<file path="src/rtl/mult_pkg.sv">
// Shared types for the iterative multiplier: FSM state encoding and pair-counter sizing.
package mult_pkg;

    typedef enum logic [1:0] {
        IDLE = 2'd0,
        MUL  = 2'd1,
        FIX  = 2'd2,
        DONE = 2'd3
    } state_t;

    // Width needed to index K*K limb pairs; never less than one bit.
    function automatic int pair_cnt_w(input int k);
        return (k * k > 1) ? $clog2(k * k) : 1;
    endfunction

endpackage

</file>
<file path="src/rtl/mult_slice.sv">
// Combinational unsigned SLICE x SLICE multiplier shared by every limb pair.
module mult_slice #(
    parameter int SLICE = 16
) (
    input  logic [SLICE-1:0]   a,
    input  logic [SLICE-1:0]   b,
    output logic [2*SLICE-1:0] prod
);

    assign prod = {{SLICE{1'b0}}, a} * {{SLICE{1'b0}}, b};

endmodule

</file>
<file path="src/rtl/mult_iter.sv">
// Multi-cycle WIDTH x WIDTH multiplier iterating limb pairs through one shared slice multiplier.
// Define MULT_ITER_SIGNED_EN to honour the sign input (two's-complement operands).
module mult_iter
    import mult_pkg::*;
#(
    parameter int WIDTH = 32,
    parameter int SLICE = 16
) (
    input  logic               clk,
    input  logic               reset,
    input  logic               in_valid,
    output logic               in_ready,
    input  logic [WIDTH-1:0]   dataa,
    input  logic [WIDTH-1:0]   datab,
    input  logic               sign,
    output logic               out_valid,
    input  logic               out_ready,
    output logic [2*WIDTH-1:0] result
);

    localparam int K  = WIDTH / SLICE;
    localparam int W2 = 2 * WIDTH;
    localparam int PW = pair_cnt_w(K);
    localparam logic [PW-1:0] P_LAST = PW'(K * K - 1);

    generate
        if ((WIDTH % SLICE) != 0 || K < 1) begin : g_bad_cfg
            $error("mult_iter: WIDTH must be a non-zero multiple of SLICE");
        end
    endgenerate

    state_t             state, next_state;
    logic [WIDTH-1:0]   a_reg, b_reg;
    logic [W2-1:0]      acc;
    logic [W2-1:0]      res_reg;
    logic [PW-1:0]      pair;
    logic               mul_en;
    logic [SLICE-1:0]   mul_a, mul_b;
    logic [2*SLICE-1:0] prod;
    logic [W2-1:0]      prod_shifted;
    int                 li, lj;

`ifdef MULT_ITER_SIGNED_EN
    logic neg;

    function automatic logic [WIDTH-1:0] magnitude(input logic [WIDTH-1:0] v, input logic s);
        return (s && v[WIDTH-1]) ? (~v + 1'b1) : v;
    endfunction

    function automatic logic [W2-1:0] apply_sign(input logic [W2-1:0] v, input logic n);
        return n ? (~v + 1'b1) : v;
    endfunction
`else
    logic unused_sign;
    assign unused_sign = sign;
`endif

    // State register
    always_ff @(posedge clk) begin
        if (reset) state <= IDLE;
        else       state <= next_state;
    end

    // Next-state logic
    always_comb begin
        next_state = state;
        case (state)
            IDLE: if (in_valid)       next_state = MUL;
            MUL:  if (pair == P_LAST) next_state = FIX;
            FIX:                      next_state = DONE;
            DONE: if (out_ready)      next_state = IDLE;
            default:                  next_state = IDLE;
        endcase
    end

    // Output decode
    always_comb begin
        in_ready  = 1'b0;
        out_valid = 1'b0;
        mul_en    = 1'b0;
        case (state)
            IDLE:    in_ready  = 1'b1;
            MUL:     mul_en    = 1'b1;
            DONE:    out_valid = 1'b1;
            default: ;
        endcase
    end

    // Limb selection: pair p walks a-limbs fastest (i = p mod K, j = p div K)
    always_comb begin
        li    = int'(pair) % K;
        lj    = int'(pair) / K;
        mul_a = mul_en ? SLICE'(a_reg >> (SLICE * li)) : '0;
        mul_b = mul_en ? SLICE'(b_reg >> (SLICE * lj)) : '0;
        prod_shifted = W2'(prod) << (SLICE * (li + lj));
    end

    mult_slice #(.SLICE(SLICE)) u_slice (
        .a    (mul_a),
        .b    (mul_b),
        .prod (prod)
    );

    // Datapath: operand capture, accumulation, final sign fix-up
    always_ff @(posedge clk) begin
        if (reset) begin
            a_reg   <= '0;
            b_reg   <= '0;
            acc     <= '0;
            pair    <= '0;
            res_reg <= '0;
`ifdef MULT_ITER_SIGNED_EN
            neg     <= 1'b0;
`endif
        end else begin
            case (state)
                IDLE: begin
                    if (in_valid) begin
`ifdef MULT_ITER_SIGNED_EN
                        a_reg <= magnitude(dataa, sign);
                        b_reg <= magnitude(datab, sign);
                        neg   <= sign & (dataa[WIDTH-1] ^ datab[WIDTH-1]);
`else
                        a_reg <= dataa;
                        b_reg <= datab;
`endif
                        acc   <= '0;
                        pair  <= '0;
                    end
                end
                MUL: begin
                    acc  <= acc + prod_shifted;
                    pair <= pair + 1'b1;
                end
                FIX: begin
`ifdef MULT_ITER_SIGNED_EN
                    res_reg <= apply_sign(acc, neg);
`else
                    res_reg <= acc;
`endif
                end
                default: ;
            endcase
        end
    end

    assign result = res_reg;

endmodule
</file>
<file path="config.mk">
export PLATFORM = sky130hd
export DESIGN_NAME = mult_iter
export DESIGN_NICKNAME = d
export VERILOG_FILES = /design/src/rtl/mult_pkg.sv /design/src/rtl/mult_slice.sv /design/src/rtl/mult_iter.sv
export SDC_FILE = /design/constraint.sdc
export NUM_CORES = 1
export LEC_CHECK = 0
export CAP_MARGIN = 10
export CORE_MARGIN = 2
export CORE_UTILIZATION = 45
export CTS_CLUSTER_DIAMETER = 50
export DETAILED_ROUTE_END_ITERATION = 6
export GPL_ROUTABILITY_DRIVEN = 0
export PLACE_DENSITY_LB_ADDON = 0.05
export SYNTH_ARGS = -nofsm -noshare
export SYNTH_HDL_FRONTEND = slang
export SYNTH_HIERARCHICAL = 1
export SYNTH_SLANG_ARGS = --single-unit
</file>
<file path="constraint.sdc">
create_clock -name clk -period 16.3 [get_ports clk]
set_clock_uncertainty 0.15 [all_clocks]
set_input_delay 3.26 -clock clk [delete_from_list [all_inputs] [get_ports clk]]
set_output_delay 3.26 -clock clk [all_outputs]
set_load 0.05 [all_outputs]
</file>
After elaboration in Yosys (flattened, before gate mapping)
Cells that the tools add are included.

storage, ports and cells
  output and inout port bits = 66
  word-level logic and storage cells = 38
  bits in latches = 0
  RAM bits = 0
  bits in registers = 196
  input port bits = 69
  memory bits (read-only) = 0
  memories = 0

operators by class
  add/sub/neg operators = 3
  shift operators = 3
  bitwise operators = 0
  equal/unequal tests = 7
  reduce and logical (&&, ||, !) cells = 5
  muxes and demuxes = 13
  div/mod/pow operators = 0
  multipliers = 1
  $lt $le $gt $ge = 0

operators with widths
  cell                                                                   number
  64-bit case mux with 2 select lines                                    1
  64-bit adder                                                           1
  64-bit two-way mux                                                     1
  32-bit by 6-bit left shift with 64-bit output                          1
  32-bit by 5-bit >> shifter with 16-bit output                          2
  16-bit by 16-bit multiplier with 32-bit output                         1
  16-bit two-way mux                                                     2
  2-bit two-way mux                                                      4
  2-bit case mux with 4 select lines                                     1
  2-bit equality test, second input constant                             3
  2-bit inequality test, second input constant                           3
  2-bit case mux with 2 select lines                                     1
  2-bit AND reduction                                                    2
  1-bit two-way mux                                                      3
  3-bit AND reduction                                                    1
  1-bit by 1-bit adder with 2-bit output                                 1
  2-bit by 1-bit adder with 2-bit output, second input constant          1
  2-bit by 1-bit equality test with 1-bit output, second input constant  1
  2-bit logical NOT                                                      1
  2-bit nonzero test                                                     1

Depth between registers and ports, before layout
  depth after elaboration = 7
  gate-level depth with buffers = 42

Hierarchy
Netlist, hierarchy kept.

modules (own cells, without submodules)
  module      cells an instance  area each (sq um)  times used  sequential area each (sq um)
  mult_iter   1443               11531.1            1           3923.8
  mult_slice  974                8476.9             1           0.0

Least setup slack after synthesis
OpenSTA, ideal clock, no wires.

  path type = flip-flop to flip-flop
  start = reg pair[0]
  end = reg acc[63]
  stages on the path, launching flop included = 37
  setup slack = 6.653 ns
  arrival time = 9.424 ns
  clock period less this slack = 9.647 ns
  buffers on the path = 3
  cell sequence = dfxtp_1 clkbuf_1 buf_1 mux2i_1 nor2b_1 clkbuf_1 nand2_1 fa_1 fa_1 fa_1 fa_1 inv_1 fa_1 inv_1 fa_1 inv_1 ha_1 a21oi_1 o21ai_1 a221oi_2 o221ai_1 a221oi_2 o21a_1 o311ai_0 mux2i_1 nor2_1 ha_1 nand2_1 nor4_1 a21boi_1 a21oi_4 a211oi_2 or4b_1 nand4b_1 a21oi_1 or4_1 o211ai_2

on the way
  word-level cells in the longest chain between the ends = 6
  elaborated cells on any way between the ends = 7
  classes of those cells = add/sub (2); mul (1); shift (2); mux (2)

ends and longest elaborated chain
  what                                            line              text
  start, declared                                 mult_iter.sv:36   logic [PW-1:0] pair;
  start signal, assigned                          mult_iter.sv:133  pair <= pair + 1'b1;
  32-bit by 5-bit >> shifter with 16-bit output   mult_iter.sv:93   mul_a = mul_en ? SLICE'(a_reg >> (SLICE * li)) : '0;
  16-bit two-way mux                              mult_iter.sv:93
  via mul_a[10]                                   mult_iter.sv:38   logic [SLICE-1:0] mul_a, mul_b;
  16-bit by 16-bit multiplier with 32-bit output  mult_slice.sv:10  assign prod = {{SLICE{1'b0}}, a} * {{SLICE{1'b0}}, b};
  via prod[25]                                    mult_iter.sv:39   logic [2*SLICE-1:0] prod;
  32-bit by 6-bit left shift with 64-bit output   mult_iter.sv:95   prod_shifted = W2'(prod) << (SLICE * (li + lj));
  64-bit adder                                    mult_iter.sv:132  acc <= acc + prod_shifted;
  64-bit case mux with 2 select lines             mult_iter.sv:116  case (state)
  end signal, assigned                            mult_iter.sv:132
  end, declared                                   mult_iter.sv:34   logic [W2-1:0] acc;

The timed path passes the listed nets, and every way through them passes these cells.
A chain may end at the register's enable or synchronous reset.

Worst setup path after layout
  start = reg state[1]
  end = reg acc[63]

on the way
  word-level cells in the longest chain between the ends = 7
  elaborated cells on any way between the ends = 12
  classes of those cells = add/sub (1); mul (1); eq/ne (2); shift (1); mux (4); reduce/logical (3)

ends and longest elaborated chain
  what                                            line              text
  start, declared                                 mult_iter.sv:32   state_t state, next_state;
  start signal, assigned                          mult_iter.sv:61   else state <= next_state;
  2-bit by 1-bit equality test with 1-bit output  mult_iter.sv:81   case (state)
  1-bit two-way mux                               mult_iter.sv:81
  16-bit two-way mux                              mult_iter.sv:93
  via mul_a[2]                                    mult_iter.sv:38
  16-bit by 16-bit multiplier with 32-bit output  mult_slice.sv:10
  via prod[20]                                    mult_iter.sv:39
  32-bit by 6-bit left shift with 64-bit output   mult_iter.sv:95
  64-bit adder                                    mult_iter.sv:132
  64-bit case mux with 2 select lines             mult_iter.sv:116

The timed path passes the listed nets, and every way through them passes these cells.

==> summary.md <==
| Metric | Value |
|---|---|
| Starting density of the core | 0.4544 |
| Layout area overhead | 12.99% |
| Antenna cell count | 0 |
| Min Tclk post-route | 10.94 ns |
| Placed cell areas | 0.02196 mm² |
| Crit-path max cell delay | 0.89 ns |
| Chip width | 214.9 µm |
| Hold Fails Final Rpt | 0 |
| CTS Buf Count | 17 |
| H-tree Lvls | 4 |
| Seq/Total Area, Yosys | 0.1961 |
| Worst-path maximum fanout | 35 |
| Worst Path Required | 16.57 ns |
| Internal power | 0.9253 mW |
| Drc violations | 0 |
| Via count | 16760 |
| CP Launch Type | flip-flop |
| HPWL Detailed | 42460 µm |
| Routed wire length per instance | 17.58 µm |
| FF+latch count, synth | 196 |
| DIE AREA | 0.04616 mm² |
| Synth Warn # | 6 |
| CTS tree | built |
| PwrDens | 66.52 mW/mm² |
| Fill count | 4338 |
| DRT Pass-1 Iters | 6 |
| Initial antenna violation count | 1 |
| Row count | 77 |
| CP Capture Type | flip-flop |
| Global-route wire length before repair | 88920 µm |
| Worst VDD drop | 0.1057 mV |
| Final Cycle Share | 0.6714 |
| Remaining global-route overflow | 0 |
| Net count after synthesis | 2853 |
| Final total negative setup slack | 0 ns |
| CTS Root Cell | clkbuf_16 |
| Netlist cell types | 84 |
| Max_slew headroom | 0.2723 |
| Post-Syn Instances | 2417 |
| Max_cap viols | 0 |
| Post-CTS setup buffer count | 0 |
| Hold Crit Class | flip-flop to flip-flop |
| Post-CTS sizing | 0 |
| Post-Syn Area per Cell | 8.278 µm² |
| Net Sw Frac | 0.3847 |
| Detail Route Antenna Nets | 0 |
| Most frequent cells in the layout | nand2_1 (356), inv_1 (256), dfxtp_1 (196), fa_1 (195), nor2_1 (182) |
| Final #Nets | 2928 |
| Routed Wire Length | 54440 µm |
| Fraction of layout cells with a size suffix above 1 | 0.04431 |
| Vias per cell | 5.412 |
| Pin count of the biggest net entering global routing | 94 |
| Mapped cell area | 0.02001 mm² |
| Final setup fails | 0 |
| Least-Margin Pin Slew | 1.089 ns |
| Core footprint | 0.04403 mm² |
| Outcome | completed |
| Clock slew at reported path FFs | 0.08 ns |
| Comb power frac | 0.346 |
| Post-synthesis async set-or-reset flop share | 0 |
| WS Path Type | flip-flop to flip-flop |
| Post-synth top flop | dfxtp_1 |
| Vias in the first global route | 16660 |
| Cell mode on critical path | fa_1 |
| # clock sinks | 196 |
| Clock share of power | 0.300 |
| Post-synth EDFFs | 0 |
| Clock tree buffer depth | 2 |
| Initial drt markers | 1190 |
| Highest clock rate | 0.09138 GHz |
| Psw | 0.5785 mW |
| Max-slew violations | 0 |
| Max stage delay cell, worst path | nor2b_2 |
| Port bufs | 133 |
| Design area | 0.02261 mm² |
| Die Y-Extent | 214.9 µm |
| Overall routing resource usage | 0.2405 |
| Io pins | 135 |
| Hold_buf cts | 0 |
| Commonest non-fill, non-tap cell in the layout | nand2_1 |
| Clock Latency Late Sink | 0.49 ns |
| Leak | 9.854 nW |
| Critical Path AT | 11.22 ns |
| Seq pwr share | 0.354 |
| RSZ-0062 raised after global routing | false |
| Final hold slack | 0.3049 ns |
==> layout make-up <==
class | instances | area (µm²) | area share
clock buffers | 18 | 439.2 | 0.01943
clock inverters | 14 | 187.7 | 0.008302
well taps | 592 | 740.7 | 0.03276
flip-flops and latches | 196 | 3924 | 0.1736
inverters | 257 | 964.7 | 0.04267
repair buffers | 173 | 1642 | 0.07261
multi-input cells | 1847 | 14710 | 0.6507
==> cell usage after synthesis, types with 3 or more instances <==
master,instances,share of area
o2111ai_1,3,0.0013
nor3_1,12,0.0030
dfxtp_1,196,0.20
nand2b_1,7,0.0022
buf_1,8,0.0015
a211oi_1,7,0.0026
clkbuf_1,103,0.019
a221oi_2,3,0.0023
or2_2,4,0.0013
a21boi_1,3,0.0011
nand4_1,18,0.0056
a31oi_1,12,0.0038
or4_1,3,0.0011
o31ai_1,12,0.0045
fa_1,195,0.20
xor2_1,28,0.012
xnor2_1,51,0.022
ha_1,172,0.11
nor2b_1,44,0.014
nand3_1,17,0.0043
and2_1,146,0.046
o21a_1,11,0.0041
a221oi_1,3,0.0013
a21o_1,32,0.012
o21ai_0,67,0.017
a22oi_1,29,0.011
nor2_1,182,0.034
a221o_1,3,0.0015
mux2i_1,116,0.058
nor3b_1,3,0.0011
nand2_1,357,0.067
a22o_1,17,0.0074
buf_2,5,0.0013
o211ai_1,7,0.0026
o21bai_1,24,0.0090
a21oi_1,181,0.045
inv_1,256,0.048
o21ai_1,12,0.0030
or3_1,5,0.0016
and3_1,7,0.0022
a21boi_0,3,0.0011
==> per-layer routing <==
metal,track usage,share of wire,vias to the layer above
li1,-,-,8129
met3,0.03001,0.044,55
met1,0.3467,0.49,8208
met4,0.06204,0.016,0
met2,0.3811,0.46,369
met5,0,0,-
==> per-stage QoR <==
stage	utilization	setup slack (ns)	cells	total power, mW
after floorplan	-	6.653	2417	0.8929
after global routing	0.5135	4.783	3097	1.591
after detailed placement	0.4988	5.505	3064	1.061
after CTS	0.5130	5.448	3096	1.517
after global placement	0.4988	5.682	3064	1.052
final	0.5135	5.357	3097	1.504
==> path summary, 6_finish.rpt <==
kind / to / slack (ns) / cells past startpoint / from
worst max-delay path: acc[63]$_SDFFE_PP0P_ / 5.36 / 35 / state[1]$_SDFFE_PP0P_
worst min-delay path: b_reg[19]$_SDFFE_PP0P_ / 0.30 / 2 / b_reg[19]$_SDFFE_PP0P_
worst max register to register: acc[63]$_SDFFE_PP0P_ / 5.36 / 35 / state[1]$_SDFFE_PP0P_
worst min register to register: b_reg[19]$_SDFFE_PP0P_ / 0.30 / 2 / b_reg[19]$_SDFFE_PP0P_
==> critical path: cells and delay by family (launching register included) <==
family                   cells  cell delay [ns]
adder cells (fa/ha/maj)      9             3.88
AND/OR/NAND/NOR              9             3.32
AO/OA/AOI/OAI               10             2.03
buffers and inverters        5             0.53
multiplexers                 1             0.44
flip-flops                   1             0.36
XOR/XNOR                     1             0.14
==> power groups by stage <==
stage	sequential, mW	combinational [mW]	clock (mW)
finish	0.533	0.520	0.452
floorplan	0.539	0.354	0
global placement	0.543	0.509	0
CTS	0.533	0.517	0.466
global route	0.538	0.569	0.485
detailed placement	0.544	0.516	0
==> logic make-up after synthesis <==
| group | count (synthesis) | share of synthesized area |
|---|---|---|
| adder cells (fa/ha/maj) | 367 | 0.3027 |
| multiplexers | 116 | 0.05803 |
| buffers and inverters | 374 | 0.07066 |
| XOR/XNOR | 79 | 0.03458 |
| AO/OA/AOI/OAI | 462 | 0.1477 |
| AND/OR/NAND/NOR | 823 | 0.1902 |
| flip-flops | 196 | 0.1961 |
(Power assumes the default switching activity.)
